File: src/rtl/trap_sequencer.sv
// Machine-mode trap/return sequencer.
// Accepts one event (exception, mret or interrupt) in IDLE, drains and flushes the pipe,
// updates the trap CSRs, then issues a single PC redirect to mtvec or to mepc.
module trap_sequencer #(
    parameter logic [31:0] RESET_MTVEC = 32'h0000_0100,
    parameter bit          VECTORED_EN = 1'b1
) (
    input  logic        clk_i,
    input  logic        rst_i,
    input  logic        exception_valid_i,
    input  logic [3:0]  exception_cause_i,
    input  logic [31:0] exception_pc_i,
    input  logic [31:0] exception_tval_i,
    input  logic        mret_i,
    input  logic [31:0] resume_pc_i,
    input  logic        irq_software_i,
    input  logic        irq_timer_i,
    input  logic        irq_external_i,
    input  logic        pipe_busy_i,
    input  logic        csr_wr_en_i,
    input  logic [11:0] csr_addr_i,
    input  logic [31:0] csr_wdata_i,
    output logic [31:0] csr_rdata_o,
    output logic        flush_all_o,
    output logic        stall_fetch_o,
    output logic        redirect_valid_o,
    output logic [31:0] redirect_pc_o,
    output logic        trap_busy_o
);

    typedef enum logic [1:0] {
        S_IDLE,
        S_DRAIN,
        S_SAVE,
        S_REDIRECT
    } state_t;

    typedef enum logic [1:0] {
        KIND_EXC,
        KIND_MRET,
        KIND_IRQ
    } kind_t;

    localparam logic [11:0] ADDR_MSTATUS = 12'h300;
    localparam logic [11:0] ADDR_MIE     = 12'h304;
    localparam logic [11:0] ADDR_MTVEC   = 12'h305;
    localparam logic [11:0] ADDR_MEPC    = 12'h341;
    localparam logic [11:0] ADDR_MCAUSE  = 12'h342;
    localparam logic [11:0] ADDR_MTVAL   = 12'h343;
    localparam logic [11:0] ADDR_MIP     = 12'h344;

    state_t state, state_next;

    // Latched event
    kind_t       ev_kind;
    logic [3:0]  ev_cause;
    logic [31:0] ev_epc;
    logic [31:0] ev_tval;

    // Trap CSRs
    logic        mstatus_mie, mstatus_mpie;
    logic        mie_msie, mie_mtie, mie_meie;
    logic [31:0] mtvec, mepc, mcause, mtval;

    logic [31:0] mip_value, mie_value, mstatus_value;
    logic [31:0] irq_ready;
    logic        irq_take;
    logic [3:0]  irq_code;
    logic        accept;
    logic        csr_wr;
    logic [31:0] trap_base;
    logic [31:0] redirect_target;

    assign mip_value     = {20'b0, irq_external_i, 3'b0, irq_timer_i, 3'b0, irq_software_i, 3'b0};
    assign mie_value     = {20'b0, mie_meie, 3'b0, mie_mtie, 3'b0, mie_msie, 3'b0};
    assign mstatus_value = {24'b0, mstatus_mpie, 3'b0, mstatus_mie, 3'b0};
    assign irq_ready     = mip_value & mie_value;
    assign irq_take      = mstatus_mie && (|irq_ready);
    assign accept        = (state == S_IDLE) && (exception_valid_i || mret_i || irq_take);
    assign csr_wr        = csr_wr_en_i && (state == S_IDLE);
    assign trap_base     = {mtvec[31:2], 2'b00};

    // Fixed interrupt priority: external, then software, then timer.
    always_comb begin
        // NOTE: every combinational output gets a default first so no path leaves it unassigned (no latch).
        irq_code = 4'd7;
        if (irq_ready[11])     irq_code = 4'd11;
        else if (irq_ready[3]) irq_code = 4'd3;
    end

    // State register; an asynchronous reset abandons any sequence in flight.
    always_ff @(posedge clk_i or negedge rst_i) begin
        if (!rst_i) state <= S_IDLE;
        // NOTE: sequential state uses non-blocking assignments so all flops update from pre-edge values.
        else        state <= state_next;
    end

    // Next-state logic: IDLE -> DRAIN -> SAVE -> REDIRECT -> IDLE.
    always_comb begin
        state_next = state;
        unique case (state)
            S_IDLE:     if (accept) state_next = S_DRAIN;
            S_DRAIN:    if (!pipe_busy_i) state_next = S_SAVE;
            S_SAVE:     state_next = S_REDIRECT;
            S_REDIRECT: state_next = S_IDLE;
            default:    state_next = S_IDLE;
        endcase
    end

    // Capture kind, cause, epc and tval of the event accepted in IDLE.
    always_ff @(posedge clk_i or negedge rst_i) begin
        if (!rst_i) begin
            ev_kind  <= KIND_EXC;
            ev_cause <= 4'd0;
            ev_epc   <= 32'd0;
            ev_tval  <= 32'd0;
        end else if (accept) begin
            if (exception_valid_i) begin
                ev_kind  <= KIND_EXC;
                ev_cause <= exception_cause_i;
                ev_epc   <= exception_pc_i;
                ev_tval  <= exception_tval_i;
            end else if (mret_i) begin
                ev_kind  <= KIND_MRET;
                ev_cause <= 4'd0;
                ev_epc   <= 32'd0;
                ev_tval  <= 32'd0;
            end else begin
                ev_kind  <= KIND_IRQ;
                ev_cause <= irq_code;
                ev_epc   <= resume_pc_i;
                ev_tval  <= 32'd0;
            end
        end
    end

    // CSR state: software writes in IDLE, trap/return updates in SAVE.
    always_ff @(posedge clk_i or negedge rst_i) begin
        if (!rst_i) begin
            mstatus_mie  <= 1'b0;
            mstatus_mpie <= 1'b0;
            mie_msie     <= 1'b0;
            mie_mtie     <= 1'b0;
            mie_meie     <= 1'b0;
            mtvec        <= RESET_MTVEC;
            mepc         <= 32'd0;
            mcause       <= 32'd0;
            mtval        <= 32'd0;
        end else if (state == S_SAVE) begin
            if (ev_kind == KIND_MRET) begin
                mstatus_mie  <= mstatus_mpie;
                mstatus_mpie <= 1'b1;
            end else begin
                mepc         <= {ev_epc[31:1], 1'b0};
                mtval        <= ev_tval;
                mcause       <= {(ev_kind == KIND_IRQ), 27'b0, ev_cause};
                mstatus_mpie <= mstatus_mie;
                mstatus_mie  <= 1'b0;
            end
        end else if (csr_wr) begin
            unique case (csr_addr_i)
                ADDR_MSTATUS: begin
                    mstatus_mie  <= csr_wdata_i[3];
                    mstatus_mpie <= csr_wdata_i[7];
                end
                ADDR_MIE: begin
                    mie_msie <= csr_wdata_i[3];
                    mie_mtie <= csr_wdata_i[7];
                    mie_meie <= csr_wdata_i[11];
                end
                ADDR_MTVEC:  mtvec  <= {csr_wdata_i[31:2], 1'b0, VECTORED_EN ? csr_wdata_i[0] : 1'b0};
                ADDR_MEPC:   mepc   <= {csr_wdata_i[31:1], 1'b0};
                ADDR_MCAUSE: mcause <= csr_wdata_i;
                ADDR_MTVAL:  mtval  <= csr_wdata_i;
                default: ;
            endcase
        end
    end

    // Redirect target: mepc for mret, vectored slot for interrupts in MODE=1, else the base.
    always_comb begin
        redirect_target = trap_base;
        if (ev_kind == KIND_MRET)
            redirect_target = mepc;
        else if (ev_kind == KIND_IRQ && mtvec[0])
            redirect_target = trap_base + {26'b0, ev_cause, 2'b00};
    end

    // Pipeline control outputs decoded from the registered state.
    always_comb begin
        flush_all_o      = (state == S_DRAIN);
        stall_fetch_o    = (state == S_DRAIN) || (state == S_SAVE);
        redirect_valid_o = (state == S_REDIRECT);
        redirect_pc_o    = (state == S_REDIRECT) ? redirect_target : 32'd0;
        trap_busy_o      = (state != S_IDLE);
    end

    // Combinational CSR read port.
    always_comb begin
        csr_rdata_o = 32'd0;
        unique case (csr_addr_i)
            ADDR_MSTATUS: csr_rdata_o = mstatus_value;
            ADDR_MIE:     csr_rdata_o = mie_value;
            ADDR_MTVEC:   csr_rdata_o = mtvec;
            ADDR_MEPC:    csr_rdata_o = mepc;
            ADDR_MCAUSE:  csr_rdata_o = mcause;
            ADDR_MTVAL:   csr_rdata_o = mtval;
            ADDR_MIP:     csr_rdata_o = mip_value;
            default:      csr_rdata_o = 32'd0;
        endcase
    end

endmodule

File: config.mk
export PLATFORM = sky130hd
export DESIGN_NAME = trap_sequencer
export DESIGN_NICKNAME = d
export VERILOG_FILES = /design/src/rtl/trap_sequencer.sv
export SDC_FILE = /design/constraint.sdc
export NUM_CORES = 1
export LEC_CHECK = 0
export ABC_AREA = 0
export ABC_CLOCK_PERIOD_IN_PS = 4920
export CELL_PAD_IN_SITES_DETAIL_PLACEMENT = 1
export CELL_PAD_IN_SITES_GLOBAL_PLACEMENT = 2
export CORE_AREA = 2 2 150 225
export CTS_CLUSTER_DIAMETER = 150
export DETAILED_ROUTE_END_ITERATION = 6
export DIE_AREA = 0 0 152 227
export GPL_TIMING_DRIVEN = 0
export PLACE_DENSITY = 0.86
export SLEW_MARGIN = 20
export SYNTH_ARGS = -nofsm -noshare
export SYNTH_HDL_FRONTEND = slang
export SYNTH_SLANG_ARGS = --single-unit
File: constraint.sdc
create_clock -name clk_i -period 4.92 [get_ports clk_i]
set_input_delay 1.23 -clock clk_i [delete_from_list [all_inputs] [get_ports clk_i]]
set_output_delay 1.23 -clock clk_i [all_outputs]
set_load 0.01 [all_outputs]
=== Word-level counts from Yosys, hierarchy flattened ===
Cells that the tools add are included.

* Add/subtract/negate cells: 1
* Equal/unequal tests: 15
* Multiplexer cells: 36
* Bitwise logic cells: 2
* Reduce and logical (&&, ||, !) cells: 22

{| class="wikitable"
|+ Operator list
! operator !! count
|-
| 32-bit two-way mux || 18
|-
| 32-bit case mux with 7 select lines || 1
|-
| 12-bit by 10-bit == test with 1-bit output (second input constant) || 7
|-
| 32-bit by 6-bit adder with 32-bit output || 1
|-
| 32-bit OR reduction || 1
|-
| 3-bit AND reduction || 5
|-
| 12-bit AND || 1
|-
| 4-bit two-way mux || 3
|-
| 2-bit nonzero test || 6
|-
| 1-bit two-way mux || 8
|-
| 2-bit two-way mux || 4
|-
| 2-bit case mux with 4 select lines || 1
|-
| 2-bit == test (second input constant) || 3
|-
| 2-bit inequality test (second input constant) || 3
|-
| 2-bit by 1-bit == test with 1-bit output (second input constant) || 2
|-
| 1-bit logical AND || 4
|-
| 2-bit AND reduction || 2
|-
| 1-bit logical OR || 3
|-
| 3-bit two-way mux || 1
|-
| 2-bit zero test || 1
|-
| 1-bit NOT || 1
|}

* Register bits: 204
* Input bits: 153
* Output and inout port bits: 68
* Logic and storage cells: 90

=== Logic depth before layout (Yosys ltp) ===
* Depth in word-level cells: 7
* Mapped depth: 9
* Depth with buffers taken out: 8

=== Worst setup path after synthesis ===
Ideal clock, no wire load.

* Path kind: input port to output port
* Start: input csr_addr_i[10]
* End: output csr_rdata_o[10]
* Arrival time: 2.864 ns
* Required time: 3.690 ns
* Path slack: 0.826 ns
* Stages: 7
* Buffers on the path: 2
* Cells stage by stage: or4_4 or2_0 buf_4 nor2_2 buf_2 a22oi_1 o21ai_0

* Cells in the longest elaborated chain, start to end: 2
* Elaborated cells between the ends (all ways): 8
* Those cells by class: eq/ne: 7; mux: 1

{| class="wikitable"
|+ RTL lines
! element !! line !! source
|-
| from (decl) || 21 || <nowiki>input logic [11:0] csr_addr_i,</nowiki>
|-
| 12-bit by 10-bit == test with 1-bit output || 201 || <nowiki>unique case (csr_addr_i)</nowiki>
|-
| 32-bit case mux with 7 select lines * || 201 ||
|-
| to (decl) || 23 || <nowiki>output logic [31:0] csr_rdata_o,</nowiki>
|}

Mark *: on every way between the ends. The rest lies on a longest branch, timed or not.

=== Final worst setup path ===
Ends and elaborated chain as after synthesis.

==> results.cfg <==
[clocking]
path_clk_slew_ns = 0.06
cts_tree = yes
clock_latency_ns = 0.53
h-tree-depth = 1
clock-sinks = 202
clockBufferDepth = 3
root_buffer = clkbuf_16
cts_buffers = 22

[layout]
num_antenna_cells = 0
seqCellArea_um2 = 5060
fin_area_um2 = 14500
layout.nets = 1563
drive_above_1_share_pct = 10.1
nFillCells = 3681
area_growth_pct = 32.8
multi_input_area_um2 = 5450

[timing]
period_needed_ns = 4.88
drv_slew = 0
rsz0062_at_grt = no
tightest_slew_ns = 1.05
period_share_pct = 99.1
setup_viol = 0
hold_violations = 0
max_slew_margin_pct = 29.7
fmax_mhz = 205
clock_skew_ns = 0.0156

[drt]
firstDrtPassIters = 4
vias_per_cell = 5.60
finalWirelength_mm = 45.8
drt_iter0_markers = 682
vias = 10238
drc = 0
wl_per_cell_um = 25.0
postRouteAntennaNets = 0

[floorplanning]
die-area_um2 = 34500
die_h_um = 227
pin_count = 221
rows = 81
start_util_pct = 33.5
core_um2 = 32500
die_w_um = 152

[power_and_ir_drop]
p_seq_share_pct = 38.8
power_per_cell_area_nw_per_um2 = 471
swShare_pct = 40.0
p_leak_nw = 6.08
ir_drop_uv = 231
comb_power_share_pct = 35.9
power_mw = 6.82
p_int_mw = 4.09
net-switching-power_mw = 2.73
power_frac_clock_pct = 25.3

[critical_path]
max_stage_delay_ns = 0.57
critPathKind = in -> out
crit_family = buffers and inverters
cp-end-kind = output port
cp.required_ns = 3.69
cp.arrival_ns = 3.65
crit_buf_inv = 5
cp_slowest_cell = or4_4
crit_path_max_fanout = 10
crit_path_cell_trace = clkdlybuf4s50_1 -> or4_4 -> or2_0 -> buf_4 -> nor2_4 -> buf_12 -> buf_6 -> a22oi_1 -> o21ai_0 -> clkdlybuf4s15_1
worst_setup_path_start_kind = primary input

[synth]
async_flop_share_pct = 100
yosysWarnings = 0
avgSynthCellArea_um2 = 9.44
muxShareOfSynthArea_pct = 13.4
synth_compound_area_share_pct = 19.4
synthSimpleGateAreaFrac_pct = 13.6
synth_fp_nets = 1316
synth_cells = 1153
ys_seq_area_share_pct = 46.4
synth_top_family_by_area = compound AO/OA/AOI/OAI gates
synth_xor_area_share_pct = 1.93
synth_cell_type_count = 59
synth_edf_count = 0
synthFlopType = dfrtp_1
netlist_area_um2 = 10900
ys_ff_latch = 202
synthAdderAreaFrac_pct = 1.22

[worst_hold_path]
min_path_type = reg -> reg

[global_routing]
grt_pass1_wl_mm = 68.4
grt_pass1_vias = 10924
antenna_found_initial = 0
grt_max_degree = 91
grt_usage_pct = 26.2
grt_overflow_total = 0

[place]
gp_congestion = 0.891
dp_hpwl_mm = 34.8
placed_area_um2 = 13600
port-buffer-count = 215

[status]
status = complete, no violations

[flow_run]
maxCapViolations = 0
[synthesized netlist by cell type, types with 4 or more instances]
library cell,count,share of area (%)
a211oi_1,10,0.69
a21oi_1,54,2.5
a22oi_1,91,6.3
a311oi_1,4,0.32
and2_1,4,0.23
and3_1,4,0.23
buf_2,25,1.1
buf_4,9,0.62
clkbuf_1,52,1.8
dfrtp_1,201,46
ha_1,9,1.0
inv_1,8,0.28
mux2_2,35,3.6
mux2i_1,104,9.6
nand2_1,189,6.5
nand2b_1,5,0.29
nand3_1,11,0.51
nand4_1,4,0.23
nor2_1,58,2.0
nor3_1,7,0.32
nor3b_1,6,0.41
nor4_1,6,0.34
nor4b_1,5,0.40
o21ai_0,146,6.7
o21ai_1,27,1.2
xnor2_1,24,1.9
[final cells by class]
cell class	instances	share of cell area, %
multi-input cells	853	37.7
flip-flops and latches	202	35.0
repair buffers	223	15.5
clock buffers	30	4.44
well taps	415	3.59
plain buffers	89	3.09
clock inverters	6	0.588
inverters	9	0.234
[tightest hold or removal path: cells and delay by family, from the launching register on]
family,cells,cell delay (ns)
and+or+nand+nor,2,0.10
DFF,1,0.34
[metal layers]
metal | track usage [%] | part of all wire, % | wire (um)
met5 | 0 | 0 | 0
met4 | 11.7 | 4.4 | 2040
met3 | 2.44 | 4.5 | 2060
met2 | 47.8 | 52 | 23600
met1 | 31.3 | 39 | 18000
[through the flow]
step | hold slack (ns) | util [%] | setup WS (ns) | setup TNS [ns] | cells
floorplan | 0.446 | - | 0.826 | 0 | 1153
global placement | 0.460 | 41.7 | -6.19 | -1264.19 | 1783
detailed placement | 0.466 | 41.9 | -1.05 | -24.04 | 1785
CTS | 0.481 | 44.4 | 0.00469 | 0 | 1827
global route | 0.509 | 44.5 | 0.00122 | 0 | 1827
finish | 0.478 | 44.5 | 0.0425 | 0 | 1827
[logic make-up after synthesis]
| group | Yosys count |
|---|---|
| xor gates and xnor gates | 24 |
| muxes | 141 |
| and+or+nand+nor | 323 |
| buffers and inverters | 98 |
| other | 1 |
| AOI/OAI and AO/OA | 354 |
| DFF | 202 |
| adders and majority gates | 10 |
[layout by cell type, fill, tap and decap left out, types with 22 or more instances in the layout]
| master | instances |
|---|---|
| nor2_1 | 58 |
| xnor2_1 | 24 |
| dlygate4sd2_1 | 22 |
| clkbuf_16 | 23 |
| mux2i_1 | 104 |
| dfrtp_1 | 201 |
| a22oi_1 | 91 |
| a21oi_1 | 54 |
| o21ai_1 | 32 |
| mux2_2 | 35 |
| clkdlybuf4s50_1 | 184 |
| o21ai_0 | 138 |
| clkbuf_1 | 51 |
| nand2_1 | 189 |
[state kept, by name (all words and copies together), names as in the netlist]
| signal | flops |
|---|---|
| ev_cause | 4 |
| ev_epc | 31 |
| mepc | 31 |
| mtvec | 31 |
| mtval | 32 |
| mie_msie | 1 |
| mstatus_mpie | 1 |
| mie_meie | 1 |
| state | 2 |
| mie_mtie | 1 |
| mcause | 32 |
| ev_kind | 2 |
| mstatus_mie | 1 |
| ev_tval | 32 |
[timing repair]
item,in CTS,in global routing
pin swaps,2,0
hold buffers,0,0
setup buffers,6,0
cloned,0,0
resized for setup,60,21
endpoints found under the setup margin,34,18
[power by group through the flow]
stage / clock [mW] / combinational, mW / sequential, mW
2_1_floorplan: 0 / 1.44 / 2.45
3_3_place_gp: 0 / 2.33 / 2.64
3_5_place_dp: 0 / 2.43 / 2.65
4_1_cts: 1.74 / 2.45 / 2.63
5_1_grt: 1.80 / 2.69 / 2.70
6_report: 1.72 / 2.45 / 2.65
[worst paths after layout]
check	startpoint	endpoint	slack, ns	depth (start not counted)
max	csr_addr_i[10]	csr_rdata_o[10]	0.04	10
min	mtval[13]$_DFFE_PN0P_	mtval[13]$_DFFE_PN0P_	0.48	2
max reg2reg	state[0]$_DFFE_PN0P_	mtval[23]$_DFFE_PN0P_	1.89	9
min reg2reg	mtval[13]$_DFFE_PN0P_	mtval[13]$_DFFE_PN0P_	0.48	2
max in group asynchronous	rst_i	mcause[20]$_DFFE_PN0P_	3.17	3
min in group asynchronous	rst_i	ev_tval[27]$_DFFE_PN0P_	0.57	1
Note: power is estimated with default switching activity, not from simulation.
